<file path="src/rtl/data_ram_port_arbiter_if.sv">
// data_ram_port_arbiter_if: processor, host and RAM port-1 signals around the data-port arbiter
interface data_ram_port_arbiter_if #(
    parameter int AW = 7,
    parameter int DW = 16
);
    logic          p_read_en;
    logic          p_write_en;
    logic [AW-1:0] p_addr;
    logic [DW-1:0] p_din;
    logic [DW-1:0] p_dout;
    logic          proc_stall;
    logic          h_req;
    logic          h_we;
    logic [AW-1:0] h_addr;
    logic [DW-1:0] h_wdata;
    logic          h_ack;
    logic [DW-1:0] h_rdata;
    logic          ram_read_en;
    logic          ram_write_en;
    logic [AW-1:0] ram_addr;
    logic [DW-1:0] ram_din;
    logic [DW-1:0] ram_dout;

    modport slave (
        input  p_read_en, p_write_en, p_addr, p_din, h_req, h_we, h_addr, h_wdata, ram_dout,
        output p_dout, proc_stall, h_ack, h_rdata, ram_read_en, ram_write_en, ram_addr, ram_din
    );

    modport master (
        output p_read_en, p_write_en, p_addr, p_din, h_req, h_we, h_addr, h_wdata, ram_dout,
        input  p_dout, proc_stall, h_ack, h_rdata, ram_read_en, ram_write_en, ram_addr, ram_din
    );
endinterface

</file>
<file path="src/rtl/data_ram_port_arbiter.sv">
// data_ram_port_arbiter: shares RAM port 1 between the stall-less processor (priority) and a host requester
module data_ram_port_arbiter #(
    parameter int AW           = 7,
    parameter int DW           = 16,
    parameter int STARVE_LIMIT = 8,
    parameter int CW           = 4
) (
    input logic                    clk,
    input logic                    rst_n,
    data_ram_port_arbiter_if.slave bus
);
    typedef enum logic [1:0] {IDLE, ARB, RESP} state_t;

    state_t        state, state_nx;
    logic [CW-1:0] wait_cnt, wait_cnt_nx;
    logic          stall, stall_nx;
    logic          p_access;
    logic          host_go;

    assign p_access = bus.p_read_en | bus.p_write_en;
    assign host_go  = state == ARB && bus.h_req && !p_access;

    // state, starvation counter and stall flag
    always_ff @(posedge clk or negedge rst_n) begin
        if (!rst_n) begin
            state    <= IDLE;
            wait_cnt <= '0;
            stall    <= 1'b0;
        end else begin
            state    <= state_nx;
            wait_cnt <= wait_cnt_nx;
            stall    <= stall_nx;
        end
    end

    // arbitration: processor always wins, host issues only on a free ARB cycle
    always_comb begin
        state_nx    = state;
        wait_cnt_nx = wait_cnt;
        stall_nx    = stall;
        case (state)
            IDLE: begin
                wait_cnt_nx = '0;
                state_nx    = bus.h_req ? ARB : IDLE;
            end
            ARB: begin
                if (!bus.h_req || !p_access) begin
                    state_nx    = bus.h_req ? RESP : IDLE;
                    wait_cnt_nx = '0;
                    stall_nx    = 1'b0;
                end else begin
                    wait_cnt_nx = wait_cnt + CW'(wait_cnt != '1);
                    stall_nx    = stall | (wait_cnt == CW'(STARVE_LIMIT - 1));
                end
            end
            default: state_nx = IDLE;
        endcase
    end

    // port mux; reset forces the RAM command quiet immediately
    assign bus.ram_read_en  = rst_n & (p_access ? bus.p_read_en  : host_go & ~bus.h_we);
    assign bus.ram_write_en = rst_n & (p_access ? bus.p_write_en : host_go &  bus.h_we);
    assign bus.ram_addr     = !rst_n ? '0 : host_go ? bus.h_addr  : bus.p_addr;
    assign bus.ram_din      = !rst_n ? '0 : host_go ? bus.h_wdata : bus.p_din;
    assign bus.p_dout       = bus.ram_dout;
    assign bus.h_rdata      = bus.ram_dout;
    assign bus.h_ack        = state == RESP;
    assign bus.proc_stall   = stall;
endmodule

</file>
<file path="src/flat_wrapper.sv">
// flat-port wrapper written by rule: the top's interface ports become plain ports
module data_ram_port_arbiter_flat 
#(
    parameter int AW           = 7,
    parameter int DW           = 16,
    parameter int STARVE_LIMIT = 8,
    parameter int CW           = 4
)
  (clk, rst_n, bus_p_read_en, bus_p_write_en, bus_p_addr, bus_p_din, bus_h_req, bus_h_we, bus_h_addr, bus_h_wdata, bus_ram_dout, bus_p_dout, bus_proc_stall, bus_h_ack, bus_h_rdata, bus_ram_read_en, bus_ram_write_en, bus_ram_addr, bus_ram_din);
  data_ram_port_arbiter_if #(.AW(AW), .DW(DW)) bus_i ();
  input logic clk;
  input logic rst_n;
  input wire logic [$bits(bus_i.p_read_en)-1:0] bus_p_read_en;
  input wire logic [$bits(bus_i.p_write_en)-1:0] bus_p_write_en;
  input wire logic [$bits(bus_i.p_addr)-1:0] bus_p_addr;
  input wire logic [$bits(bus_i.p_din)-1:0] bus_p_din;
  input wire logic [$bits(bus_i.h_req)-1:0] bus_h_req;
  input wire logic [$bits(bus_i.h_we)-1:0] bus_h_we;
  input wire logic [$bits(bus_i.h_addr)-1:0] bus_h_addr;
  input wire logic [$bits(bus_i.h_wdata)-1:0] bus_h_wdata;
  input wire logic [$bits(bus_i.ram_dout)-1:0] bus_ram_dout;
  output wire logic [$bits(bus_i.p_dout)-1:0] bus_p_dout;
  output wire logic [$bits(bus_i.proc_stall)-1:0] bus_proc_stall;
  output wire logic [$bits(bus_i.h_ack)-1:0] bus_h_ack;
  output wire logic [$bits(bus_i.h_rdata)-1:0] bus_h_rdata;
  output wire logic [$bits(bus_i.ram_read_en)-1:0] bus_ram_read_en;
  output wire logic [$bits(bus_i.ram_write_en)-1:0] bus_ram_write_en;
  output wire logic [$bits(bus_i.ram_addr)-1:0] bus_ram_addr;
  output wire logic [$bits(bus_i.ram_din)-1:0] bus_ram_din;
  assign bus_i.p_read_en = bus_p_read_en;
  assign bus_i.p_write_en = bus_p_write_en;
  assign bus_i.p_addr = bus_p_addr;
  assign bus_i.p_din = bus_p_din;
  assign bus_i.h_req = bus_h_req;
  assign bus_i.h_we = bus_h_we;
  assign bus_i.h_addr = bus_h_addr;
  assign bus_i.h_wdata = bus_h_wdata;
  assign bus_i.ram_dout = bus_ram_dout;
  assign bus_p_dout = bus_i.p_dout;
  assign bus_proc_stall = bus_i.proc_stall;
  assign bus_h_ack = bus_i.h_ack;
  assign bus_h_rdata = bus_i.h_rdata;
  assign bus_ram_read_en = bus_i.ram_read_en;
  assign bus_ram_write_en = bus_i.ram_write_en;
  assign bus_ram_addr = bus_i.ram_addr;
  assign bus_ram_din = bus_i.ram_din;
  data_ram_port_arbiter #(.AW(AW), .DW(DW), .STARVE_LIMIT(STARVE_LIMIT), .CW(CW)) u_core (.clk(clk), .rst_n(rst_n), .bus(bus_i));
endmodule
</file>
<file path="config.mk">
export PLATFORM = sky130hd
export DESIGN_NAME = data_ram_port_arbiter_flat
export DESIGN_NICKNAME = d
export VERILOG_FILES = /design/src/rtl/data_ram_port_arbiter_if.sv /design/src/rtl/data_ram_port_arbiter.sv /design/src/flat_wrapper.sv
export SDC_FILE = /design/constraint.sdc
export NUM_CORES = 1
export LEC_CHECK = 0
export ABC_AREA = 0
export CAP_MARGIN = 20
export CORE_UTILIZATION = 29
export CTS_CLUSTER_SIZE = 12
export DETAILED_ROUTE_END_ITERATION = 10
export PLACE_DENSITY = 0.86
export SLEW_MARGIN = 25
export SYNTH_ARGS = -nofsm -noshare
export SYNTH_HDL_FRONTEND = slang
export SYNTH_SLANG_ARGS = --single-unit
</file>
<file path="constraint.sdc">
create_clock -name clk -period 5.21 [get_ports clk]
set_clock_uncertainty 0.2 [all_clocks]
set_input_delay 1.042 -clock clk [delete_from_list [all_inputs] [get_ports clk]]
set_output_delay 1.042 -clock clk [all_outputs]
set_load 0.02 [all_outputs]
</file>
==> flow_metrics.env, run 1 <==
export IMPL_n_antenna_cell=0
export IMPL_nets=257
export IMPL_syn_area_per_cell_um2=7.53
export IMPL_dr_pass1_iters=5
export IMPL_grt_pass1_vias=972
export IMPL_core_area_um2=3440
export IMPL_status="finished clean"
export IMPL_via_per_inst=4.50
export IMPL_setup_viol=0
export IMPL_post_cts_resized=0
export IMPL_dieHeight_um=63.0
export IMPL_yosysWarningCount=0
export IMPL_clock_sinks=7
export IMPL_seq_power_share=0.237
export IMPL_nFillCells=330
export IMPL_critPathBufInv=3
export IMPL_crit_path_end_kind="output port"
export IMPL_finalCritPeriodShare=0.848
export IMPL_track_usage=0.138
export IMPL_ys_ff_latch=7
export IMPL_irDropWorstVdd_v=0.0000592
export IMPL_switching_share=0.288
export IMPL_postCtsSetupBuffers=0
export IMPL_clkLatencyLatePin_ns=0.23
export IMPL_synthesis_nets=213
export IMPL_wl_per_cell_um=11.5
export IMPL_numCtsBuffers=3
export IMPL_fmaxAchievable_mhz=226
export IMPL_combPwrFrac=0.449
export IMPL_critPathMaxStageDelay_ns=0.64
export IMPL_cts_max_level=1
export IMPL_cts_tree="built"
export IMPL_clock_path_buffers=2
export IMPL_clk_pin_slew_ns=0.04
export IMPL_leakage_uw=0.000646
export IMPL_crit_fanout=26
export IMPL_multi_input_area_um2=609
export IMPL_maxCapViolations=0
export IMPL_hold_path_class="reg2reg"
export IMPL_gp_congestion=0.727
export IMPL_internal_power_uw=174
export IMPL_drtAntennaViolNets=0
export IMPL_synthDistinctLibCells=21
export IMPL_power_uw=245
export IMPL_slew_violations=0
export IMPL_cp_slowest_cell="clkdlybuf4s50_1"
export IMPL_cp_cell_sequence="clkdlybuf4s50_1 -> nor4_4 -> buf_4 -> mux2i_1 -> clkdlybuf4s50_1"
export IMPL_initial_core_util=0.313
export IMPL_seq_area_um2=175
export IMPL_path_class="in2out"
export IMPL_relSlewSlack=0.414
export IMPL_worst_pin_slew_ns=0.879
export IMPL_power_density_nw_per_um2=146
export IMPL_arrival_ns=3.17
export IMPL_die_area_um2=3960
export IMPL_dp_hpwl_mm=2.10
export IMPL_io_buffers=78
export IMPL_drt_iter0_drc=43
export IMPL_layout_drive_gt1_share=0.0323
export IMPL_drc_errors=0
export IMPL_p_clk_frac=0.314
export IMPL_rsz0062_at_grt="no"
export IMPL_hold_violations=0
export IMPL_tns_ns=0
export IMPL_wirelength_mm=2.66
export IMPL_syn_inst=143
export IMPL_path_delay_family="buffers and inverters"
export IMPL_ys_seq_area_frac=0.163
export IMPL_hold_buffers=0
export IMPL_grt_max_degree=58
export IMPL_crit_top_cell="clkdlybuf4s50_1"
export IMPL_grt_pass1_wl_mm=4.47
export IMPL_cp_start_kind="primary input"
export IMPL_syn_area_um2=1080
export IMPL_vias=1045
export IMPL_grt_overflow=0
export IMPL_ios=127
export IMPL_syn2layout_area_growth_pct=55.1
export IMPL_synth_area_leaders="mux2i_1 (22%), buf_4 (22%), nand2_1 (17%), dfrtp_1 (16%), a22o_1 (4.9%)"
export IMPL_crit_required_ns=3.97
export IMPL_synth_top_cell_area_share=0.223
export IMPL_die_w_um=63.0
export IMPL_antenna_found_initial=0
export IMPL_fin_crit_ns=4.42
export IMPL_placementRows=21
export IMPL_p_sw_uw=70.4
export IMPL_clockRootBuffer="clkbuf_8"
export IMPL_yosys_area_top_type="mux2i_1"
registers in the layout, indices dropped and copies added (netlist names):
name	cells
u_core.bus.proc_stall	1
u_core.wait_cnt	4
u_core.state	2
cell type report:
cell class / instances / share of cell area
repair buffers: 79 / 0.469
multi-input cells: 96 / 0.365
flip-flops and latches: 7 / 0.105
well taps: 46 / 0.0345
clock buffers: 4 / 0.0270
per-layer routing:
layer,vias up,track usage,share of wire
met5,-,0,0
met4,0,0.0349,0.018
met3,6,0.0547,0.089
met2,66,0.255,0.53
met1,447,0.142,0.36
li1,526,-,-
kinds of logic (layout without fill, tap and decap cells):
logic type | after synthesis | count (layout) | synth area share
simple gates | 60 | 60 | 0.244
buf+inv | 40 | 83 | 0.272
mux | 24 | 24 | 0.223
compound gates | 9 | 9 | 0.0674
flops | 7 | 7 | 0.163
fa+ha+maj | 2 | 2 | 0.0232
xor+xnor | 1 | 1 | 0.00813
worst register-to-register path, cell delays in order, from the launching register on:
cell and delay [ns]:
dfrtp_1 0.41, nand4_1 0.12, ha_1 0.22, ha_1 0.20, mux2i_1 0.13, o31ai_1 0.23
power by group through the flow:
| stage | logic, µW | registers, µW | clock network (µW) |
|---|---|---|---|
| finish | 110 | 58.0 | 76.9 |
| global route | 118 | 58.4 | 81.3 |
| CTS | 111 | 58.0 | 79.4 |
| detailed placement | 110 | 58.6 | 0 |
| global placement | 110 | 58.6 | 0 |
| floorplan | 80.8 | 57.9 | 0 |
path summary, 6_finish.rpt:
kind | from | endpoint | slack [ns] | cells after the start
setup / recovery | bus_p_write_en | bus_ram_din[10] | 0.79 | 5
hold / removal | u_core.state[0] | u_core.state[0] | 0.29 | 1
setup reg to reg | u_core.wait_cnt[2] | u_core.wait_cnt[2] | 3.61 | 5
hold reg to reg | u_core.state[0] | u_core.state[0] | 0.29 | 1
max in group asynchronous | rst_n | u_core.wait_cnt[0] | 3.53 | 1
min in group asynchronous | rst_n | u_core.bus.proc_stall | 0.73 | 1
cell usage after synthesis:
cell and number:
nand3_1 2, buf_6 3, dfrtp_1 7, clkbuf_1 5
o31ai_1 1, o21bai_1 1, xnor2_1 1, nor3_1 1
nor2_1 2, a22o_1 6, nand4_1 1, buf_4 32
nor4_4 1, or2b_1 1, and2_1 1, a21oi_1 1
nand2_1 48, mux2i_1 24, nor2b_1 2, nand2b_1 1
ha_1 2
placed cells by master, fill, tap and decap left out:
cell type | synthesis | layout
a22o_1 | 6 | 6
clkbuf_8 | 0 | 3
nand4_1 | 1 | 1
ha_1 | 2 | 2
o21bai_1 | 1 | 1
nor2b_1 | 2 | 2
clkbuf_1 | 5 | 1
or2b_1 | 1 | 1
nand2_1 | 48 | 48
nor3_1 | 1 | 1
nand3_1 | 2 | 2
nor2_1 | 2 | 2
and2_1 | 1 | 1
a21oi_1 | 1 | 1
buf_2 | 0 | 1
buf_4 | 32 | 1
mux2i_1 | 24 | 24
nand2b_1 | 1 | 1
xnor2_1 | 1 | 1
clkdlybuf4s50_1 | 0 | 77
nor4_4 | 1 | 1
o31ai_1 | 1 | 1
dfrtp_1 | 7 | 7
per-stage QoR:
step | util | instances | worst slack, ns | cell area [µm²] | hold slack (ns)
4_1_cts | 0.485 | 232 | 0.775 | 1670 | 0.292
6_report | 0.485 | 232 | 0.793 | 1670 | 0.292
2_1_floorplan | - | 143 | 1.74 | 1080 | 0.250
5_1_grt | 0.485 | 232 | 0.707 | 1670 | 0.335
3_5_place_dp | 0.472 | 228 | 0.781 | 1630 | 0.285
3_3_place_gp | 0.472 | 228 | 0.791 | 1630 | 0.292
Note: power is estimated with default switching activity, not from simulation.
==> inputs of run 2 (changes only) <==
--- a/config.mk
+++ b/config.mk
@@ -7,10 +7,10 @@
 export LEC_CHECK = 0
 export ABC_AREA = 0
 export CAP_MARGIN = 20
-export CORE_UTILIZATION = 29
+export CORE_UTILIZATION = 27
 export CTS_CLUSTER_SIZE = 12
 export DETAILED_ROUTE_END_ITERATION = 10
-export PLACE_DENSITY = 0.86
+export PLACE_DENSITY = 0.81
 export SLEW_MARGIN = 25
 export SYNTH_ARGS = -nofsm -noshare
 export SYNTH_HDL_FRONTEND = slang
==> constraint.sdc (replaced) <==
create_clock -name clk -period 4.4 [get_ports clk]
set_clock_uncertainty 0.2 [all_clocks]
set_input_delay 0.88 -clock clk [delete_from_list [all_inputs] [get_ports clk]]
set_output_delay 0.88 -clock clk [all_outputs]
set_load 0.02 [all_outputs]
==> run 2 against run 1 <==
Critical endpoint is now bus_ram_addr[2]; sequential power up 18%; final cell count up 1.3%; via count up 0.67%; die area up 7.2%; critical path type unchanged.
==> flow_metrics.env, run 2 (synthesis gave the netlist of run 1 again) <==
export IMPL_status="finished clean"
export IMPL_irDropWorstVdd_v=0.0000698
export IMPL_crit_top_cell="clkdlybuf4s50_1"
export IMPL_crit_path_end_kind="output port"
export IMPL_arrival_ns=2.86
export IMPL_postCtsSetupBuffers=0
export IMPL_io_buffers=78
export IMPL_drt_iter0_drc=43
export IMPL_clock_path_buffers=2
export IMPL_hold_buffers=0
export IMPL_ios=127
export IMPL_initial_core_util=0.288
export IMPL_fin_util=0.456
export IMPL_tns_ns=0
export IMPL_leakage_uw=0.000661
export IMPL_finalNonFillerCells=235
export IMPL_nets=258
export IMPL_clkLatencyLatePin_ns=0.23
export IMPL_vias=1052
export IMPL_setup_viol=0
export IMPL_cp_start_kind="primary input"
export IMPL_fin_crit_ns=3.94
export IMPL_grt_pass1_wl_mm=4.51
export IMPL_crit_fanout=26
export IMPL_core_area_um2=3740
export IMPL_wirelength_mm=2.94
export IMPL_cts_tree="built"
export IMPL_gp_congestion=0.655
export IMPL_grt_max_degree=34
export IMPL_post_cts_resized=0
export IMPL_hold_violations=0
export IMPL_clockRootBuffer="clkbuf_8"
export IMPL_cp_cell_sequence="clkdlybuf4s50_1 -> nor4_4 -> buf_12 -> mux2i_1 -> clkdlybuf4s50_1"
export IMPL_cts_max_level=1
export IMPL_slew_violations=0
export IMPL_dr_pass1_iters=4
export IMPL_die_w_um=65.2
export IMPL_antenna_found_initial=0
export IMPL_via_per_inst=4.48
export IMPL_cp_slowest_cell="clkdlybuf4s50_1"
export IMPL_track_usage=0.139
export IMPL_relSlewSlack=0.664
export IMPL_top_usage_layer="met2"
export IMPL_placementRows=22
export IMPL_critPathBufInv=3
export IMPL_wl_per_cell_um=12.5
export IMPL_rsz0062_at_grt="no"
export IMPL_worst_pin_slew_ns=0.500
export IMPL_layout_drive_gt1_share=0.0428
export IMPL_hold_path_class="reg2reg"
export IMPL_dp_cells=231
export IMPL_die_area_um2=4250
export IMPL_use_met3=0.0382
export IMPL_final_common_cell="clkdlybuf4s50_1"
export IMPL_clk_pin_slew_ns=0.04
export IMPL_clock_sinks=7
export IMPL_maxCapViolations=0
export IMPL_largest_register="u_core.wait_cnt"
export IMPL_hold_slack_ns=0.299
export IMPL_largest_register_ffs=4
export IMPL_path_class="in2out"
export IMPL_drc_errors=0
export IMPL_dieHeight_um=65.2
export IMPL_numCtsBuffers=3
export IMPL_path_delay_family="buffers and inverters"
export IMPL_use_met2=0.260
export IMPL_drtAntennaViolNets=0
export IMPL_grt_use_met1=0.142
export IMPL_n_antenna_cell=0
export IMPL_fmaxAchievable_mhz=254
export IMPL_crit_required_ns=3.32
export IMPL_syn2layout_area_growth_pct=58.4
export IMPL_dp_hpwl_mm=2.33
export IMPL_critPathMaxStageDelay_ns=0.63
export IMPL_grt_pass1_vias=963
export IMPL_final_cell_mix="clkdlybuf4s50_1 (77), nand2_1 (48), mux2i_1 (24), dfrtp_1 (7), a22o_1 (6)"
export IMPL_power_density_nw_per_um2=173
export IMPL_finalCritPeriodShare=0.895
export IMPL_grt_overflow=0
==> run 2: changes by cell type in the layout (fill, tap and decap cells not counted) <==
cell,change
buf_12,+2
buf_4,-1
clkbuf_1,-1
clkinv_2,+1
==> run 2: per-layer routing <==
metal	wire length (µm)	vias up
li1	-	525
met1	1050	453
met2	1570	68
met3	265	6
met4	52	0
met5	0	-
==> run 2: path summary, 6_finish.rpt <==
kind,slack (ns),start,cells past startpoint,to
worst max-delay path,0.46,bus_p_write_en,5,bus_ram_addr[2]
worst min register to register,0.30,u_core.state[0],1,u_core.state[0]
min in group asynchronous,0.39,rst_n,1,u_core.bus.proc_stall
max in group asynchronous,3.15,rst_n,2,u_core.wait_cnt[2]
worst min-delay path,0.30,u_core.state[0],1,u_core.state[0]
worst max register to register,2.80,u_core.wait_cnt[2],5,u_core.wait_cnt[2]
==> run 2: through the flow <==
step | setup slack [ns] | cell area (µm²) | total power, µW
after global placement | 0.484 | 1660 | 202
after detailed placement | 0.444 | 1660 | 203
after floorplan | 1.26 | 1080 | 164
after CTS | 0.431 | 1710 | 300
final | 0.464 | 1710 | 295
after global routing | 0.298 | 1710 | 313
==> run 2: cell type report <==
cell class              count  area, µm²
fillers                   396       2040
repair buffers             80        816
flip-flops and latches      7        175
clock inverters             1       5.00
multi-input cells          96        609
clock buffers               3       41.3
well taps                  48       60.1
==> run 2: report_power, final <==
part | internal [µW] | leakage [µW] | switching, µW | total, µW
Combinational | 79.3 | 0.000540 | 53.6 | 133
Sequential | 66.4 | 0.0000950 | 2.30 | 68.6
Clock | 61.6 | 0.0000255 | 32.1 | 93.8
